File: src/rtl/matmul_sequencer.sv
// Matrix-multiply sequencer: latches A and B, then walks C row-major by time-sharing
// one external dot_product unit and streaming each C[i][j] out over valid/ready.
module matmul_sequencer #(
   parameter int M       = 2,
   parameter int K       = 2,
   parameter int P       = 2,
   parameter int DW      = 8,
   parameter int SW      = 32,
   parameter int TIMEOUT = 64,
   localparam int RW     = (M > 1) ? $clog2(M) : 1,
   localparam int CW     = (P > 1) ? $clog2(P) : 1
) (
   input  logic              clk,
   input  logic              reset,
   input  logic              start,
   input  logic [M*K*DW-1:0] mat_a,
   input  logic [K*P*DW-1:0] mat_b,
   output logic              busy,
   output logic              done,
   output logic              error,
   output logic              dp_start,
   output logic [K*DW-1:0]   dp_inp1,
   output logic [K*DW-1:0]   dp_inp2,
   input  logic [SW-1:0]     dp_sum,
   input  logic              dp_valid,
   output logic              res_valid,
   input  logic              res_ready,
   output logic [RW-1:0]     res_row,
   output logic [CW-1:0]     res_col,
   output logic [SW-1:0]     res_data
);

   localparam int TW = (TIMEOUT > 1) ? $clog2(TIMEOUT) : 1;

   typedef enum logic [2:0] {
      IDLE,
      ISSUE,
      WAIT,
      WRITE,
      DONE
   } state_t;

   state_t              state_q, state_d;
   logic [M*K*DW-1:0]   matA_q, matA_d;
   logic [K*P*DW-1:0]   matB_q, matB_d;
   logic [RW-1:0]       rowIdx_q, rowIdx_d;
   logic [CW-1:0]       colIdx_q, colIdx_d;
   logic [TW-1:0]       waitCnt_q, waitCnt_d;
   logic                error_q, error_d;
   logic [SW-1:0]       resData_q, resData_d;
   logic [RW-1:0]       resRow_q, resRow_d;
   logic [CW-1:0]       resCol_q, resCol_d;

   always_ff @(posedge clk) begin
      if (reset) begin
         state_q   <= IDLE;
         matA_q    <= '0;
         matB_q    <= '0;
         rowIdx_q  <= '0;
         colIdx_q  <= '0;
         waitCnt_q <= '0;
         error_q   <= 1'b0;
         resData_q <= '0;
         resRow_q  <= '0;
         resCol_q  <= '0;
      end else begin
         state_q   <= state_d;
         matA_q    <= matA_d;
         matB_q    <= matB_d;
         rowIdx_q  <= rowIdx_d;
         colIdx_q  <= colIdx_d;
         waitCnt_q <= waitCnt_d;
         error_q   <= error_d;
         resData_q <= resData_d;
         resRow_q  <= resRow_d;
         resCol_q  <= resCol_d;
      end
   end

   // In WAIT a valid result beats the timeout, so a reply on the last allowed cycle is kept.
   always_comb begin
      state_d   = state_q;
      matA_d    = matA_q;
      matB_d    = matB_q;
      rowIdx_d  = rowIdx_q;
      colIdx_d  = colIdx_q;
      waitCnt_d = waitCnt_q;
      error_d   = error_q;
      resData_d = resData_q;
      resRow_d  = resRow_q;
      resCol_d  = resCol_q;
      case (state_q)
         IDLE: begin
            if (start) begin
               matA_d   = mat_a;
               matB_d   = mat_b;
               rowIdx_d = '0;
               colIdx_d = '0;
               error_d  = 1'b0;
               state_d  = ISSUE;
            end
         end
         ISSUE: begin
            waitCnt_d = '0;
            state_d   = WAIT;
         end
         WAIT: begin
            if (dp_valid) begin
               resData_d = dp_sum;
               resRow_d  = rowIdx_q;
               resCol_d  = colIdx_q;
               state_d   = WRITE;
            end else if (waitCnt_q == TW'(TIMEOUT - 1)) begin
               error_d = 1'b1;
               state_d = DONE;
            end else begin
               waitCnt_d = waitCnt_q + TW'(1);
            end
         end
         WRITE: begin
            if (res_ready) begin
               if (rowIdx_q == RW'(M - 1) && colIdx_q == CW'(P - 1)) begin
                  state_d = DONE;
               end else begin
                  if (colIdx_q == CW'(P - 1)) begin
                     colIdx_d = '0;
                     rowIdx_d = rowIdx_q + RW'(1);
                  end else begin
                     colIdx_d = colIdx_q + CW'(1);
                  end
                  state_d = ISSUE;
               end
            end
         end
         DONE: begin
            state_d = IDLE;
         end
         default: begin
            state_d = IDLE;
         end
      endcase
   end

   // Row i of A is contiguous in the packed operand; column j of B has to be gathered.
   always_comb begin
      dp_inp1 = matA_q[int'(rowIdx_q)*K*DW +: K*DW];
      dp_inp2 = '0;
      for (int k = 0; k < K; k++) begin
         dp_inp2[k*DW +: DW] = matB_q[(k*P + int'(colIdx_q))*DW +: DW];
      end
   end

   assign busy      = (state_q != IDLE);
   assign done      = (state_q == DONE);
   assign dp_start  = (state_q == ISSUE);
   assign res_valid = (state_q == WRITE);
   assign error     = error_q;
   assign res_data  = resData_q;
   assign res_row   = resRow_q;
   assign res_col   = resCol_q;

endmodule
File: config.mk
export PLATFORM = sky130hd
export DESIGN_NAME = matmul_sequencer
export DESIGN_NICKNAME = d
export VERILOG_FILES = /design/src/rtl/matmul_sequencer.sv
export SDC_FILE = /design/constraint.sdc
export NUM_CORES = 1
export LEC_CHECK = 0
export ABC_CLOCK_PERIOD_IN_PS = 2100
export CAP_MARGIN = 20
export CORE_MARGIN = 5
export CORE_UTILIZATION = 45
export CTS_BUF_LIST = sky130_fd_sc_hd__clkbuf_4 sky130_fd_sc_hd__clkbuf_8
export CTS_CLUSTER_DIAMETER = 150
export DETAILED_ROUTE_END_ITERATION = 6
export HOLD_SLACK_MARGIN = 0.05
export PLACE_DENSITY_LB_ADDON = 0.08
export RECOVER_POWER = 50
export SKIP_LAST_GASP = 1
export SYNTH_ARGS = -nofsm -noshare
export SYNTH_HDL_FRONTEND = slang
export SYNTH_SLANG_ARGS = --single-unit
File: constraint.sdc
create_clock -name clk -period 2.1 [get_ports clk]
set_clock_uncertainty 0.2 [all_clocks]
set_input_delay 0.42 -clock clk [delete_from_list [all_inputs] [get_ports clk]]
set_output_delay 0.42 -clock clk [all_outputs]
set_load 0.005 [all_outputs]
==> results_dict.tcl, run 1 <==
set metrics [dict create \
    run_status "finished with violations" \
    failing_checks "setup timing" \
    cts_buffers 9 \
    ir_drop_worst_vdd_uv 418 \
    main_combinational_cell_family_by_area_after_synthesis "simple AND/OR/NAND/NOR gates" \
    initial_utilization 0.454 \
    routed-via-count 4243 \
    detail_route.first_pass.iterations 4 \
    utilization 0.681 \
    grt_setup_unrepaired "true" \
    slowest_delay_ps 370 \
    post-route-period-util 1.01 \
    synthFlopType "dfxtp_1" \
    postLayoutCellArea_mm2 0.00657 \
    detailedPlacementHpwl_mm 8.55 \
    fin_nets 824 \
    critPathLaunchType "flip-flop" \
    synth_seq_cells 110 \
    initialDrtViolationCount 179 \
    synth-adder-area-share 0.00286 \
    drt-wirelength-per-cell_um 14.6 \
    global_placer_s_final_weighted_congestion 0.854 \
    critPathMostFrequentCell "buf_4" \
    seqPwrFrac 0.481 \
    timing.critical_path.max_delay_family "buffers and inverters" \
    syn_avg_cell_area_um2 8.03 \
    clkLatencyLatePin_ps 370 \
    clockRootBuffer "clkbuf_8" \
    clock_power_share 0.241 \
    area_share_of_xor_xnor_cells_in_the_synthesized_design 0.00200 \
    timing.hold.worst.class "flip-flop to flip-flop" \
    maxSlewHeadroom 0.675 \
    diodes 0 \
    chipHeight_um 109 \
    buffer_ports.inserted 171 \
    floorplan.die.width_um 109 \
    synthesis.nets 647 \
    grt_antenna_before_repair 0 \
    critPathBufInv 4 \
    post-route-worst-setup-slack_ps -24.9 \
    global_route.overflow_total 0 \
    netlist_cell_types 37 \
    cts_hold_buf 0 \
    critPathMaxFanout 5 \
    placement.cell_area_mm2 0.00633 \
    share_of_async_settable_or_async_resettable_flops_after_synthesis 0 \
    fillerInstances 872 \
    cts-htree-levels 3 \
    p_sw_frac 0.303 \
    worst_slew_pin_slew_ps 487 \
    grt_first_pass_wirelength_mm 19.5 \
    grt_start_max_net_pins 68 \
    yosysWarningCount 0 \
    pin_count 172 \
    first_global_vias 4207 \
    final_hold_viol_count 0 \
    worst_path_max_delay_cell "dfxtp_2" \
    core-area_mm2 0.00964 \
    slew_viol_final 0 \
    p_int_uw 3530 \
    comb_power_share 0.278 \
    max_cap_violations 0 \
    power_leakage_uw 0.00258 \
    final_antenna_net_count 0 \
    timing_worst_setup_path_type "flip-flop to output port" \
    die_area_mm2 0.0118 \
    drive_gt1_frac 0.169 \
    timing.final.crit_period_ps 2120 \
    switching_power_uw 1530 \
    drc 0 \
    pwr_density_cell_mw_per_mm2 771 \
    track_usage 0.208 \
    crit_chain "buf_6, buf_4, buf_4, mux2_2, buf_2" \
    final-seq-area_mm2 0.00222 \
    layout_commonest_cell "nand2_1" \
    synth-edff-count 0 \
    maxClockFrequency_mhz 471 \
    setup_viol_count_final 1 \
    cts_tree "yes" \
    combined_area_of_the_multi_input_logic_cells_mm2 0.00201 \
    number_of_rows_in_the_core_area 36 \
    data_arrival_at_the_endpoint_of_the_critical_path_ps 1500 \
    post_synthesis_cell_area_mm2 0.00438 \
    max-clock-path-buffers 2 \
    post_synth_and_or_nand_nor_area_fraction 0.222 \
    yosysSeqAreaShare 0.503 \
    average_vias_per_placed_instance 4.93 \
    final_cell_mix "202 x nand2_1, 118 x clkdlybuf4s50_1, 107 x a21oi_1, 105 x dfxtp_1, 26 x mux2_2" \
    routed_wirelength_mm 12.5 \
    cts.reportedPaths.clkPinSlew_ps 110 \
    synthToLayoutAreaGrowth_pct 50.0 \
    synthMuxAreaShare 0.0849 \
    setup.worst_path.end_class "output port" \
    cts.sinks 110 \
    synthesized_area_fraction_occupied_by_ao_oa_aoi_and_oai_cells 0.140 \
    synthesis.instances 545 \
    worst_ep_required_time_ps 1480 \
]
[power by group through the flow]
stage	clock (uW)	combinational [uW]	sequential, uW
6_report	1220	1410	2440
5_1_grt	1330	1570	2460
4_1_cts	1240	1470	2430
3_5_place_dp	0	1480	2480
3_3_place_gp	0	1460	2460
2_1_floorplan	0	743	2440
[area by class of cell]
type                            count  share of cell area
Clock buffer                       11              0.0231
Clock inverter                      5             0.00515
Inverter                            5             0.00286
Multi-Input combinational cell    389               0.306
Sequential cell                   110               0.338
Tap cell                          133              0.0253
Timing Repair Buffer              207               0.300
[stage by stage]
| stage | TNS, ps | hold slack, ps | power, uW | worst slack, ps | std cells |
|---|---|---|---|---|---|
| CTS | -494 | 259 | 5140 | -133 | 861 |
| finish | -24.9 | 255 | 5060 | -24.9 | 860 |
| global placement | -140 | 239 | 3920 | -79.0 | 830 |
| detailed placement | -216 | 244 | 3960 | -122 | 830 |
| floorplan | 0 | 233 | 3180 | 387 | 545 |
| global route | -117 | 274 | 5360 | -90.6 | 860 |
[layer usage]
metal / up-vias / track usage / share of wire
li1: 2149 / - / -
met1: 1960 / 0.247 / 0.41
met2: 119 / 0.356 / 0.50
met3: 15 / 0.0519 / 0.071
met4: 0 / 0.0902 / 0.017
met5: - / 0 / 0
[sequential cells by signal (all words and copies together), names as in the netlist, 3 cells and up]
signal,count
matA_q,32
matB_q,32
res_data,32
state_q,3
waitCnt_q,6
[cells by family after synthesis]
logic type,count (synthesis)
buf+inv,46
xor+xnor,1
compound gates,119
simple gates,235
flops,110
mux,33
fa+ha+maj,1
[Yosys cell counts, types with 3 or more instances]
library cell    n  area share
a21oi_1       107        0.12
buf_2          12       0.014
buf_1           3      0.0026
a31oi_1         3      0.0043
clkbuf_1       25       0.021
inv_1           4      0.0034
nor3_1          7      0.0080
nand2_1       202        0.17
mux2_2         32       0.082
nand3_1         8      0.0092
dfxtp_1       110        0.50
[final timing paths]
path         slack (ps)    startpoint      endpoint  cells after the start
max reg2reg         160    state_q[0]    matA_q[27]                      7
min reg2reg         260  res_data[30]  res_data[30]                      2
max                 -20      rowIdx_q    dp_inp1[2]                      5
min                 260  res_data[30]  res_data[30]                      2
[worst reg2reg max path, cell delays in order (launching register included)]
cell,delay (ps)
dfxtp_4,370
clkbuf_2,130
nor3_2,170
clkbuf_4,170
and2_2,170
clkbuf_4,380
nand2_1,110
a21oi_1,150
[what timing repair did]
| action | in CTS | in global routing |
|---|---|---|
| resized for setup | 130 | 17 |
| endpoints found under the setup margin | 36 | 21 |
| buffers inserted | 13 | 1 |
| cloned | 2 | 0 |
No activity file was read; power rests on OpenSTA's default activity.
==> run 2, diff against run 1 <==
- REMOVE_ABC_BUFFERS: default -> 1
==> run 2 against run 1 <==
Against the previous run: the run still ends with setup timing left; global-route usage decreased by 0.87 points; clock power is 7% lower; maximum frequency up 1.0%; final cell count stayed put; combinational power grew 3%; first-iteration DRC count increased by 0.56%; sequential power about the same; sequential share of layout area fell by 0.63 points; hold slack worse by 40 ps; core utilization up 1.1 points; setup slack improved by 22 ps; wire length is 2.2% lower; largest power group unchanged.
==> results_dict.tcl, run 2 (synthesized netlist as in run 1, its figures left out) <==
set metrics [dict create \
    cts_buffers 9 \
    max-clock-path-buffers 2 \
    grt_start_max_net_pins 47 \
    combined_area_of_the_multi_input_logic_cells_mm2 0.00205 \
    critPathLaunchType "flip-flop" \
    detailedPlacementHpwl_mm 8.42 \
    regToRegStartpoint "state_q[0]" \
    setup_viol_count_final 2 \
    slew_viol_final 0 \
    worst_path_max_delay_cell "dfxtp_4" \
    ir_drop_worst_vdd_uv 369 \
    failing_checks "setup timing" \
    timing.hold.worst.class "input pin to flip-flop" \
    fin_nets 825 \
    place_worst_setup_slack_ps -85.4 \
    critPathMostFrequentCell "buf_6" \
    fillerInstances 830 \
    cts.sinks 110 \
    initial_utilization 0.454 \
    r2r_worst_path_depth 8 \
    timing.critical_path.max_delay_family "buffers and inverters" \
    diodes 0 \
    postLayoutCellArea_mm2 0.00667 \
    timing_worst_setup_path_type "flip-flop to output port" \
    crit_chain "buf_6, buf_8, buf_6, mux2_4, buf_6" \
    average_vias_per_placed_instance 4.92 \
    power_leakage_uw 0.00267 \
    r2r_end "matB_q[24]" \
    max_cap_violations 0 \
    number_of_rows_in_the_core_area 36 \
    synthToLayoutAreaGrowth_pct 52.5 \
    drive_gt1_frac 0.161 \
    critPathBufInv 4 \
    hp-start "reset" \
    startpoint "rowIdx_q" \
    setup.worst_path.end_class "output port" \
    numPlacedInstances 829 \
    grt_setup_unrepaired "true" \
    track_usage 0.200 \
    crit_end "dp_inp1[3]" \
    drt-wirelength-per-cell_um 14.2 \
    critPathMaxFanout 6 \
    die_area_mm2 0.0118 \
    pwr_density_cell_mw_per_mm2 750 \
    worst_ep_required_time_ps 1480 \
    timing.final.crit_period_ps 2100 \
    drc 0 \
    clockRootBuffer "clkbuf_8" \
    final_cell_mix "202 x nand2_1, 108 x dfxtp_1, 107 x a21oi_1, 105 x clkdlybuf4s50_1, 29 x dlygate4sd3_1" \
    grt_antenna_before_repair 0 \
    core-area_mm2 0.00964 \
    final-seq-area_mm2 0.00221 \
    placement.cell_area_mm2 0.00630 \
    final_hold_viol_count 0 \
    final_antenna_net_count 0 \
    pin_count 172 \
    routed_wirelength_mm 12.2 \
    cts_hold_buf 0 \
    chipHeight_um 109 \
    post-route-worst-setup-slack_ps -3.14 \
    global_placer_s_final_weighted_congestion 0.771 \
    buffer_ports.inserted 171 \
    reg2reg_setup_slack_ps 110 \
    worst_slew_pin_slew_ps 566 \
    cts.reportedPaths.clkPinSlew_ps 90 \
    first_global_vias 4078 \
    global_route.overflow_total 0 \
    floorplan.die.width_um 109 \
    finish.cell_count_without_fillers 860 \
    cts-htree-levels 3 \
    detail_route.first_pass.iterations 4 \
    routed-via-count 4235 \
    maxClockFrequency_mhz 475 \
    layout_commonest_cell "nand2_1" \
    run_status "finished with violations" \
    initialDrtViolationCount 180 \
    maxSlewHeadroom 0.620 \
    clkLatencyLatePin_ps 350 \
    cp.depth 5 \
    post-route-period-util 1.00 \
    slowest_delay_ps 360 \
    worst_hold_slack_across_all_endpoints_ps 215 \
    data_arrival_at_the_endpoint_of_the_critical_path_ps 1480 \
    grt_first_pass_wirelength_mm 18.7 \
    cts_tree "yes" \
]
run 2: area by class of cell:
class,count,area share
repair buffers,208,0.308
well taps,133,0.0249
clock inverters,3,0.00319
clock buffers,12,0.0229
inverters,5,0.00281
flip-flops and latches,110,0.331
multi-input cells,389,0.307
run 2: metal layers:
layer / share of wire / vias up / track usage / wire (um)
met4: 0.024 / 0 / 0.0884 / 291
li1: - / 2150 / - / -
met3: 0.074 / 22 / 0.0513 / 903
met2: 0.47 / 127 / 0.328 / 5800
met1: 0.43 / 1936 / 0.247 / 5250
met5: 0 / - / 0 / 0
run 2: power breakdown:
group | leakage (uW) | switching, uW | internal, uW | total (uW)
combinational | 0.00168 | 697 | 750 | 1450
sequential | 0.000898 | 109 | 2310 | 2420
clock | 0.0000893 | 657 | 486 | 1140
run 2: worst min path at each step:
stage / end / slack [ps] / depth (start not counted)
after floorplan: matA_q[16] / 230 / 2
after CTS: waitCnt_q[1] / 190 / 2
final: waitCnt_q[1] / 220 / 2
after global placement: matA_q[31] / 240 / 2
after detailed placement: matA_q[11] / 240 / 2
after global routing: res_data[28] / 200 / 2
run 2: per-stage QoR:
step | total power [uW] | util | TNS (ps)
floorplan | 3080 | - | -14720
global placement | 3870 | 0.653 | -48.5
detailed placement | 3920 | 0.653 | -123
CTS | 5020 | 0.681 | -654
global route | 5310 | 0.692 | -1410
finish | 5000 | 0.692 | -5.59
run 2: timing repair:
item | in CTS | in global routing
buffers inserted | 13 | 1
gates resized for setup | 125 | 37
gates cloned | 3 | 0
setup endpoints to repair | 36 | 26
pin swaps | 0 | 1
run 2: worst register-to-register path: cells and delay by family, from the launching register on:
kind / cells / cell delay (ps)
buf+inv: 4 / 740
simple gates: 3 / 530
compound gates: 1 / 60
flops: 1 / 320
